$ cat src/rtl/mem_stage_lsu.sv
// MEM-stage load/store unit: lane-aligned RAM req/gnt/rvalid handshake, load extension, MMIO LED register.
// Latency: store 2 stall cycles, load 3 stall cycles minimum; MMIO store 0, MMIO load 1.
// Backpressure: lsu_stall_o holds the pipeline while a RAM op waits on gnt/rvalid; released in DONE.
module mem_stage_lsu #(
    parameter int                XLEN          = 32,
    parameter int                ALEN          = 32,
    parameter int                LED_WIDTH     = 4,
    parameter logic [ALEN-1:0]   MMIO_LED_ADDR = 32'hFFFF_FFF0
) (
    input  logic                 clk,
    input  logic                 rst_n,
    input  logic                 ex_valid_i,
    input  logic                 ex_mem_read_i,
    input  logic                 ex_mem_write_i,
    input  logic [2:0]           ex_funct3_i,
    input  logic [ALEN-1:0]      ex_addr_i,
    input  logic [XLEN-1:0]      ex_wdata_i,
    output logic                 lsu_stall_o,
    output logic                 load_valid_o,
    output logic [XLEN-1:0]      load_data_o,
    output logic                 misaligned_o,
    output logic                 mem_req_o,
    output logic                 mem_we_o,
    output logic [ALEN-1:0]      mem_addr_o,
    output logic [3:0]           mem_be_o,
    output logic [XLEN-1:0]      mem_wdata_o,
    input  logic                 mem_gnt_i,
    input  logic                 mem_rvalid_i,
    input  logic [XLEN-1:0]      mem_rdata_i,
    output logic [LED_WIDTH-1:0] led_o
);

    typedef enum logic [1:0] {S_IDLE, S_REQ, S_WAIT_R, S_DONE} state_t;

    state_t                state_q;
    logic [ALEN-1:0]       addr_q;
    logic [2:0]            funct3_q;
    logic                  we_q;
    logic [XLEN-1:0]       wdata_q;
    logic [XLEN-1:0]       load_data_q;
    logic                  misaligned_q;
    logic [LED_WIDTH-1:0]  led_q;

    logic                  accept;
    logic                  is_mmio;
    logic                  is_misaligned;
    logic [3:0]            be_d;
    logic [XLEN-1:0]       wdata_d;
    logic [XLEN-1:0]       load_ext_d;
    logic [7:0]            rbyte;
    logic [15:0]           rhalf;

    assign accept  = (state_q == S_IDLE) && ex_valid_i && (ex_mem_read_i || ex_mem_write_i);
    assign is_mmio = (ex_addr_i == MMIO_LED_ADDR);
    assign is_misaligned = ((ex_funct3_i[1:0] == 2'b01) && ex_addr_i[0])
                        || ((ex_funct3_i == 3'b010) && (ex_addr_i[1:0] != 2'b00));

    always_comb begin
        be_d       = 4'b1111;
        wdata_d    = wdata_q;
        rbyte      = mem_rdata_i[{addr_q[1:0], 3'b000} +: 8];
        rhalf      = addr_q[1] ? mem_rdata_i[31:16] : mem_rdata_i[15:0];
        load_ext_d = mem_rdata_i;
        case (funct3_q[1:0])
            2'b00: begin
                be_d    = 4'b0001 << addr_q[1:0];
                wdata_d = {4{wdata_q[7:0]}};
            end
            2'b01: begin
                be_d    = addr_q[1] ? 4'b1100 : 4'b0011;
                wdata_d = {2{wdata_q[15:0]}};
            end
            default: ;
        endcase
        case (funct3_q)
            3'b000:  load_ext_d = {{(XLEN-8){rbyte[7]}}, rbyte};
            3'b001:  load_ext_d = {{(XLEN-16){rhalf[15]}}, rhalf};
            3'b100:  load_ext_d = {{(XLEN-8){1'b0}}, rbyte};
            3'b101:  load_ext_d = {{(XLEN-16){1'b0}}, rhalf};
            default: load_ext_d = mem_rdata_i;
        endcase
    end

    // Stall is gated by rst_n so every output reads 0 while reset is held.
    assign lsu_stall_o  = rst_n && ((accept && !is_misaligned && !(is_mmio && ex_mem_write_i))
                        || (state_q == S_REQ) || (state_q == S_WAIT_R));
    assign mem_req_o    = (state_q == S_REQ);
    assign mem_we_o     = (state_q == S_REQ) && we_q;
    assign mem_addr_o   = (state_q == S_REQ) ? {addr_q[ALEN-1:2], 2'b00} : '0;
    assign mem_be_o     = (state_q == S_REQ) ? be_d : 4'b0000;
    assign mem_wdata_o  = (state_q == S_REQ) ? wdata_d : '0;
    assign load_valid_o = (state_q == S_DONE) && !we_q;
    assign load_data_o  = load_data_q;
    assign misaligned_o = misaligned_q;
    assign led_o        = led_q;

    always_ff @(posedge clk or negedge rst_n) begin
        if (!rst_n) begin
            state_q      <= S_IDLE;
            addr_q       <= '0;
            funct3_q     <= '0;
            we_q         <= 1'b0;
            wdata_q      <= '0;
            load_data_q  <= '0;
            misaligned_q <= 1'b0;
            led_q        <= '0;
        end else begin
            misaligned_q <= 1'b0;
            case (state_q)
                S_IDLE: begin
                    if (accept) begin
                        if (is_misaligned) begin
                            misaligned_q <= 1'b1;
                        end else if (is_mmio) begin
                            if (ex_mem_write_i) begin
                                led_q <= ex_wdata_i[LED_WIDTH-1:0];
                            end else begin
                                load_data_q <= XLEN'(led_q);
                                we_q        <= 1'b0;
                                state_q     <= S_DONE;
                            end
                        end else begin
                            addr_q   <= ex_addr_i;
                            funct3_q <= ex_funct3_i;
                            we_q     <= ex_mem_write_i;
                            wdata_q  <= ex_wdata_i;
                            state_q  <= S_REQ;
                        end
                    end
                end
                S_REQ: begin
                    if (mem_gnt_i) state_q <= we_q ? S_DONE : S_WAIT_R;
                end
                S_WAIT_R: begin
                    if (mem_rvalid_i) begin
                        load_data_q <= load_ext_d;
                        state_q     <= S_DONE;
                    end
                end
                default: state_q <= S_IDLE;
            endcase
        end
    end

endmodule

$ cat config.mk
export PLATFORM = sky130hd
export DESIGN_NAME = mem_stage_lsu
export DESIGN_NICKNAME = d
export VERILOG_FILES = /design/src/rtl/mem_stage_lsu.sv
export SDC_FILE = /design/constraint.sdc
export NUM_CORES = 1
export LEC_CHECK = 0
export CAP_MARGIN = 20
export CORE_AREA = 2 2 117 119
export DETAILED_ROUTE_END_ITERATION = 8
export DIE_AREA = 0 0 119 121
export PLACE_DENSITY = 0.8
export REMOVE_ABC_BUFFERS = 1
export SLEW_MARGIN = 20
export SYNTH_ARGS = -nofsm -noshare
export SYNTH_HDL_FRONTEND = slang
export SYNTH_SLANG_ARGS = --single-unit
$ cat constraint.sdc
create_clock -name clk -period 4 [get_ports clk]
set_clock_uncertainty 0.05 [all_clocks]
set_input_delay 1 -clock clk [delete_from_list [all_inputs] [get_ports clk]]
set_output_delay 1 -clock clk [all_outputs]
set_load 0.01 [all_outputs]
# After elaboration in Yosys (flattened, before gate mapping)
# Cells that the tools add are included.
# Widths: inputs -> output; s select.
[classes]
shifts = 2
eq_ne = 18
n_reduce_logical = 27
bitwise = 2
muxes = 27
[op_table]
columns = ["op", "count"]
rows = [
  ["$mux 32", 7],
  ["$pmux 32 s2", 2],
  ["$pmux 32 s4", 1],
  ["$eq 32x32->1 const B", 1],
  ["$shiftx 32x6->8", 1],
  ["$mux 16", 1],
  ["$mux 2", 6],
  ["$ne 2x2->1 const B", 6],
  ["$logic_and 1x1->1", 10],
  ["$reduce_and 5->1", 2],
  ["$mux 4", 2],
  ["$pmux 4 s2", 1],
  ["$reduce_and 4->1", 2],
  ["$eq 2x1->1 const B", 3],
  ["$eq 3x3->1 const B", 2],
  ["$mux 1", 6],
  ["$pmux 2 s3", 1],
  ["$reduce_and 6->1", 1],
  ["$eq 2x2->1 const B", 2],
  ["$logic_not 2->1", 2],
  ["$logic_or 1x1->1", 4],
  ["$reduce_bool 2->1", 2],
  ["$shl 1x2->4 const A", 1],
  ["$eq 3x1->1 const B", 1],
  ["6 further kinds", 9],
]
[totals]
regBits = 107
in_bits = 106
word_cells = 84

# Logic depth before layout (Yosys ltp)
[depth]
word_depth = 9
ltp_mapped = 9
depth_no_buf = 7

# Worst setup path after synthesis
# Ideal clock, no wire load.
[synth_path]
path_kind = "input port to output port"
start = "input port ex_addr_i[1]"
end = "output port lsu_stall_o"
slack_ns = 0.406
cell_stages = 5
n_path_buf = 1
t_arrival_ns = 2.544
t_required_ns = 2.950
path_cell_list = "or4b_4 nor4_4 a21oi_1 buf_4 o41a_1"
[synth_via]
elab_chain_cells = 9
[synth_rtl]
columns = ["item", "line_no", "text"]
rows = [
  ["start: declaration", "16", "input logic [ALEN-1:0] ex_addr_i,"],
  ["branches (longest 5 deep; another with $eq 32x32->1)", "n/a", ""],
  ["$logic_and 1x1->1 (*)", "85", "assign lsu_stall_o = rst_n && ((accept && !is_misaligned && !(is_mmio && ex_mem_write_i))"],
  ["$logic_or 1x1->1 (*) (2 in series)", "86", "|| (state_q == S_REQ) || (state_q == S_WAIT_R));"],
  ["$logic_and 1x1->1 (*)", "85", ""],
  ["end: declaration", "18", "output logic lsu_stall_o,"],
]
# Every way passes the cells marked *.

# Worst setup path in the final report
# Same ends and word-level chain as after synthesis.

==> summary.txt <==
Clock tree
  • Clock sinks: 107
  • Clock latency on the worst-skew pair: 0.35 ns
  • Postcts setup bufs: 0
  • CTS tree: yes
  • # hold bufs at CTS: 0
  • Root Buffer: clkbuf_16
  • Clk slew on worst S/H paths: 0.07 ns
  • H-tree depth: 3
  • CTS Buf Count: 9
  • Clock Path Buffers: 2

Synthesis
  • Syn. warnings: 0
  • Synth unique cells: 49
  • Mux cell area share after synthesis: 0.253
  • Adder-cell share of the synthesized area: 0.0108
  • Cell Area, Synth: 5780 sq um
  • Largest family of logic cells by synthesized area: multiplexers
  • Synth Area per Inst: 11.1 sq um
  • Yosys reg bits: 107
  • Compound-Gate Fraction of Synth Area: 0.101
  • XOR/XNOR share of the synthesized area: 0
  • Synth Flop Type: dfrtp_1
  • Post-synth EDFFs: 0
  • Register area share after synthesis: 0.463
  • Post-Synth Simple-Gate Area: 0.123
  • Syn Inst Count: 520
  • Ys async rst share: 1.00

Setup path
  • Critical path cell sequence: clkdlybuf4s50_1 > or4b_4 > nor4_4 > a21oi_4 > o41a_1 > buf_2
  • Max FO, Critical Path: 2
  • Delay-heaviest family, CP: simple AND/OR/NAND/NOR gates
  • WP data required: 2.95 ns
  • Crit path launch type: primary input
  • CP arrival: 2.87 ns
  • WS Path Type: in2out
  • Crit path buf inv count: 2
  • Max incr delay on CP: 0.55 ns
  • Crit-path slowest cell: or4b_4
  • Crit path capture type: primary output

Timing
  • Max Fclk: 255 MHz
  • Final hold slack: 0.435 ns
  • Least-Margin Pin Slew: 0.937 ns
  • Setup violations, final: 0
  • Final min period: 3.92 ns
  • Fin. Hold Viols: 0
  • Slew margin rel.: 0.375
  • RSZ-0062 raised after global routing: false
  • Fin crit share: 0.979
  • Slew Limit Fails: 0

Place
  • I/O Buffers: 212
  • Detailed Place HPWL: 11900 microns
  • GP Congestion: 0.817

Die
  • Die extent in x: 119 microns
  • Number of top-level pins: 215
  • Initial Utilization: 0.442
  • Die ar.: 14400 sq um
  • Die height: 121 microns
  • Row cnt: 42
  • Core ar.: 13100 sq um

GRT
  • Gr busiest metal: met2
  • Largest net degree at the start of global routing: 74
  • GRT overflow: 0
  • Initial antenna violation count: 0
  • Vias in the first global route: 4982
  • GRT Util Overall: 0.230
  • Met2 Use GR: 0.401
  • Met1 Usage GRT: 0.289
  • GR Util met3: 0.0376
  • Global-route wire length before repair: 26200 microns

Drt
  • DRC: 0
  • Remaining antenna violation count: 0
  • Pre-antenna DRT Iters: 5
  • Avg WL per Cell: 18.0 microns
  • Initial DRC Count: 315
  • Aggregate routed wire length: 16400 microns
  • Vias per cell: 5.25
  • Via count: 4774

Pwr
  • Power per cell area: 721 nW/um^2
  • Peak VDD IR: 0.000371 V
  • Gate power share: 0.545
  • Switching Power: 2.22 mW
  • Switch share: 0.364
  • Leakage power: 3.67 nW
  • Internal power: 3.87 mW
  • Flop pwr share: 0.307
  • Clock network power share: 0.149

Outcome
  • Status: finished, final reports clean

Finish
  • Area taken by multi-input logic gates: 2850 sq um
  • Nets: 840
  • Final core utilization: 0.645
  • # diodes: 0
  • Area delta synth->final: 46.0%
  • Register area: 2680 sq um
  • Layout cells sized above 1: 0.181
  • Fillers: 1030

Hold path
  • Min-Delay Path Class: reg2reg

Run
  • Maxcap violations: 0
through the flow:
step	setup slack (ns)	TNS (ns)	total power [mW]	area [sq um]	cells
CTS	0.00635	0	6.14	8450	910
finish	0.0849	0	6.09	8440	910
global route	0.0339	0	6.48	8440	910
global placement	-0.295	-0.295	5.10	8140	894
detailed placement	-0.328	-0.328	5.21	8140	894
floorplan	-2.41	-113.80	3.63	5600	486
power by group through the flow:
stage	Clock, mW	Combinational [mW]	Sequential, mW
after floorplan	0	1.72	1.92
after global routing	0.970	3.58	1.93
after detailed placement	0	3.32	1.89
final	0.906	3.32	1.87
after CTS	0.934	3.34	1.87
after global placement	0	3.26	1.85
state kept, by name (all words and copies together), names as in the netlist:
name / cells
led_o: 4
addr_q: 32
funct3_q: 3
we_q: 1
misaligned_o: 1
load_data_o: 32
wdata_q: 32
state_q: 2
synth_stat cells, drive strengths merged (2+ instances only):
cell,n,area (sq um)
nor3,9,50.1
and2,40,250
nand2,36,135
o211a,10,100
nand2b,2,12.5
o22ai,7,50.1
nor2b,13,81.3
dfrtp,107,2680
o21a,4,30.0
nor2,14,52.6
o221a,2,22.5
nor4bb,2,20.0
o21ai,14,73.8
ha,5,62.6
mux2i,18,180
inv,26,97.6
a21boi,9,67.6
nand4,6,37.5
nor4,2,27.5
buf,16,113
a21oi,29,145
clkbuf,19,71.3
mux2,112,1260
kinds of logic after synthesis:
logic type      Yosys count
simple gates            129
fa+ha+maj                 5
mux                     131
other cells               1
flops                   107
compound gates           86
buf+inv                  61
worst register-to-register path, stage by stage, from the launching register on:
cell and delay, ns:
dfrtp_1 0.44, inv_1 0.11, ha_1 0.34, o211a_1 0.27, nand2_1 0.13, a21oi_4 0.15
buf_4 0.70, mux2_2 0.47
layout by cell type, fill, tap and decap left out, types with 2 or more instances in the layout:
cell type,netlist,final
mux2_1,29,29
clkdlybuf4s50_1,0,210
buf_4,4,19
clkbuf_16,0,9
o221a_2,2,2
a21oi_1,29,28
o211a_1,10,10
o21a_1,4,4
nor3_1,8,8
o21ai_0,13,13
inv_1,26,26
a21boi_0,9,9
ha_1,5,4
conb_1,1,2
o22ai_1,6,6
buf_12,0,2
nand4_1,6,6
mux2i_1,18,18
dfrtp_1,107,107
and2_1,40,40
nor4bb_1,2,2
nand2_1,36,36
nor2b_1,13,13
nand2b_1,2,2
nor2_1,14,14
mux2_2,83,83
clkbuf_8,0,5
repair_timing:
action,in CTS,in global routing
pin swaps,1,2
setup endpoints to repair,1,1
gates resized for setup,3,1
path summary, 6_finish.rpt:
check,from,to,slack (ns),depth (start not counted)
worst max-delay path,ex_addr_i[1],lsu_stall_o,0.08,6
worst min-delay path,load_data_o[16]$_DFFE_PN0P_,load_data_o[16]$_DFFE_PN0P_,0.43,1
worst max register to register,state_q[1]$_DFFE_PN0P_,wdata_q[7]$_DFFE_PN0P_,1.22,7
worst min register to register,load_data_o[16]$_DFFE_PN0P_,load_data_o[16]$_DFFE_PN0P_,0.43,1
max in group asynchronous,rst_n,load_data_o[19]$_DFFE_PN0P_,1.95,3
min in group asynchronous,rst_n,addr_q[27]$_DFFE_PN0P_,0.66,2
final cells by class:
class,instances,area share
timing repair buffer,232,0.271
sequential,107,0.317
inverter,26,0.0116
clock inverter,2,0.00193
multi-input combinational,353,0.337
clock buffer,14,0.0348
tap,176,0.0261
metal layers:
layer | wire, microns | vias to the layer above
met5 | 0 | -
li1 | - | 2242
met3 | 856 | 23
met4 | 331 | 0
met1 | 6960 | 2330
met2 | 8220 | 179
Note: power is estimated with default switching activity, not from simulation.
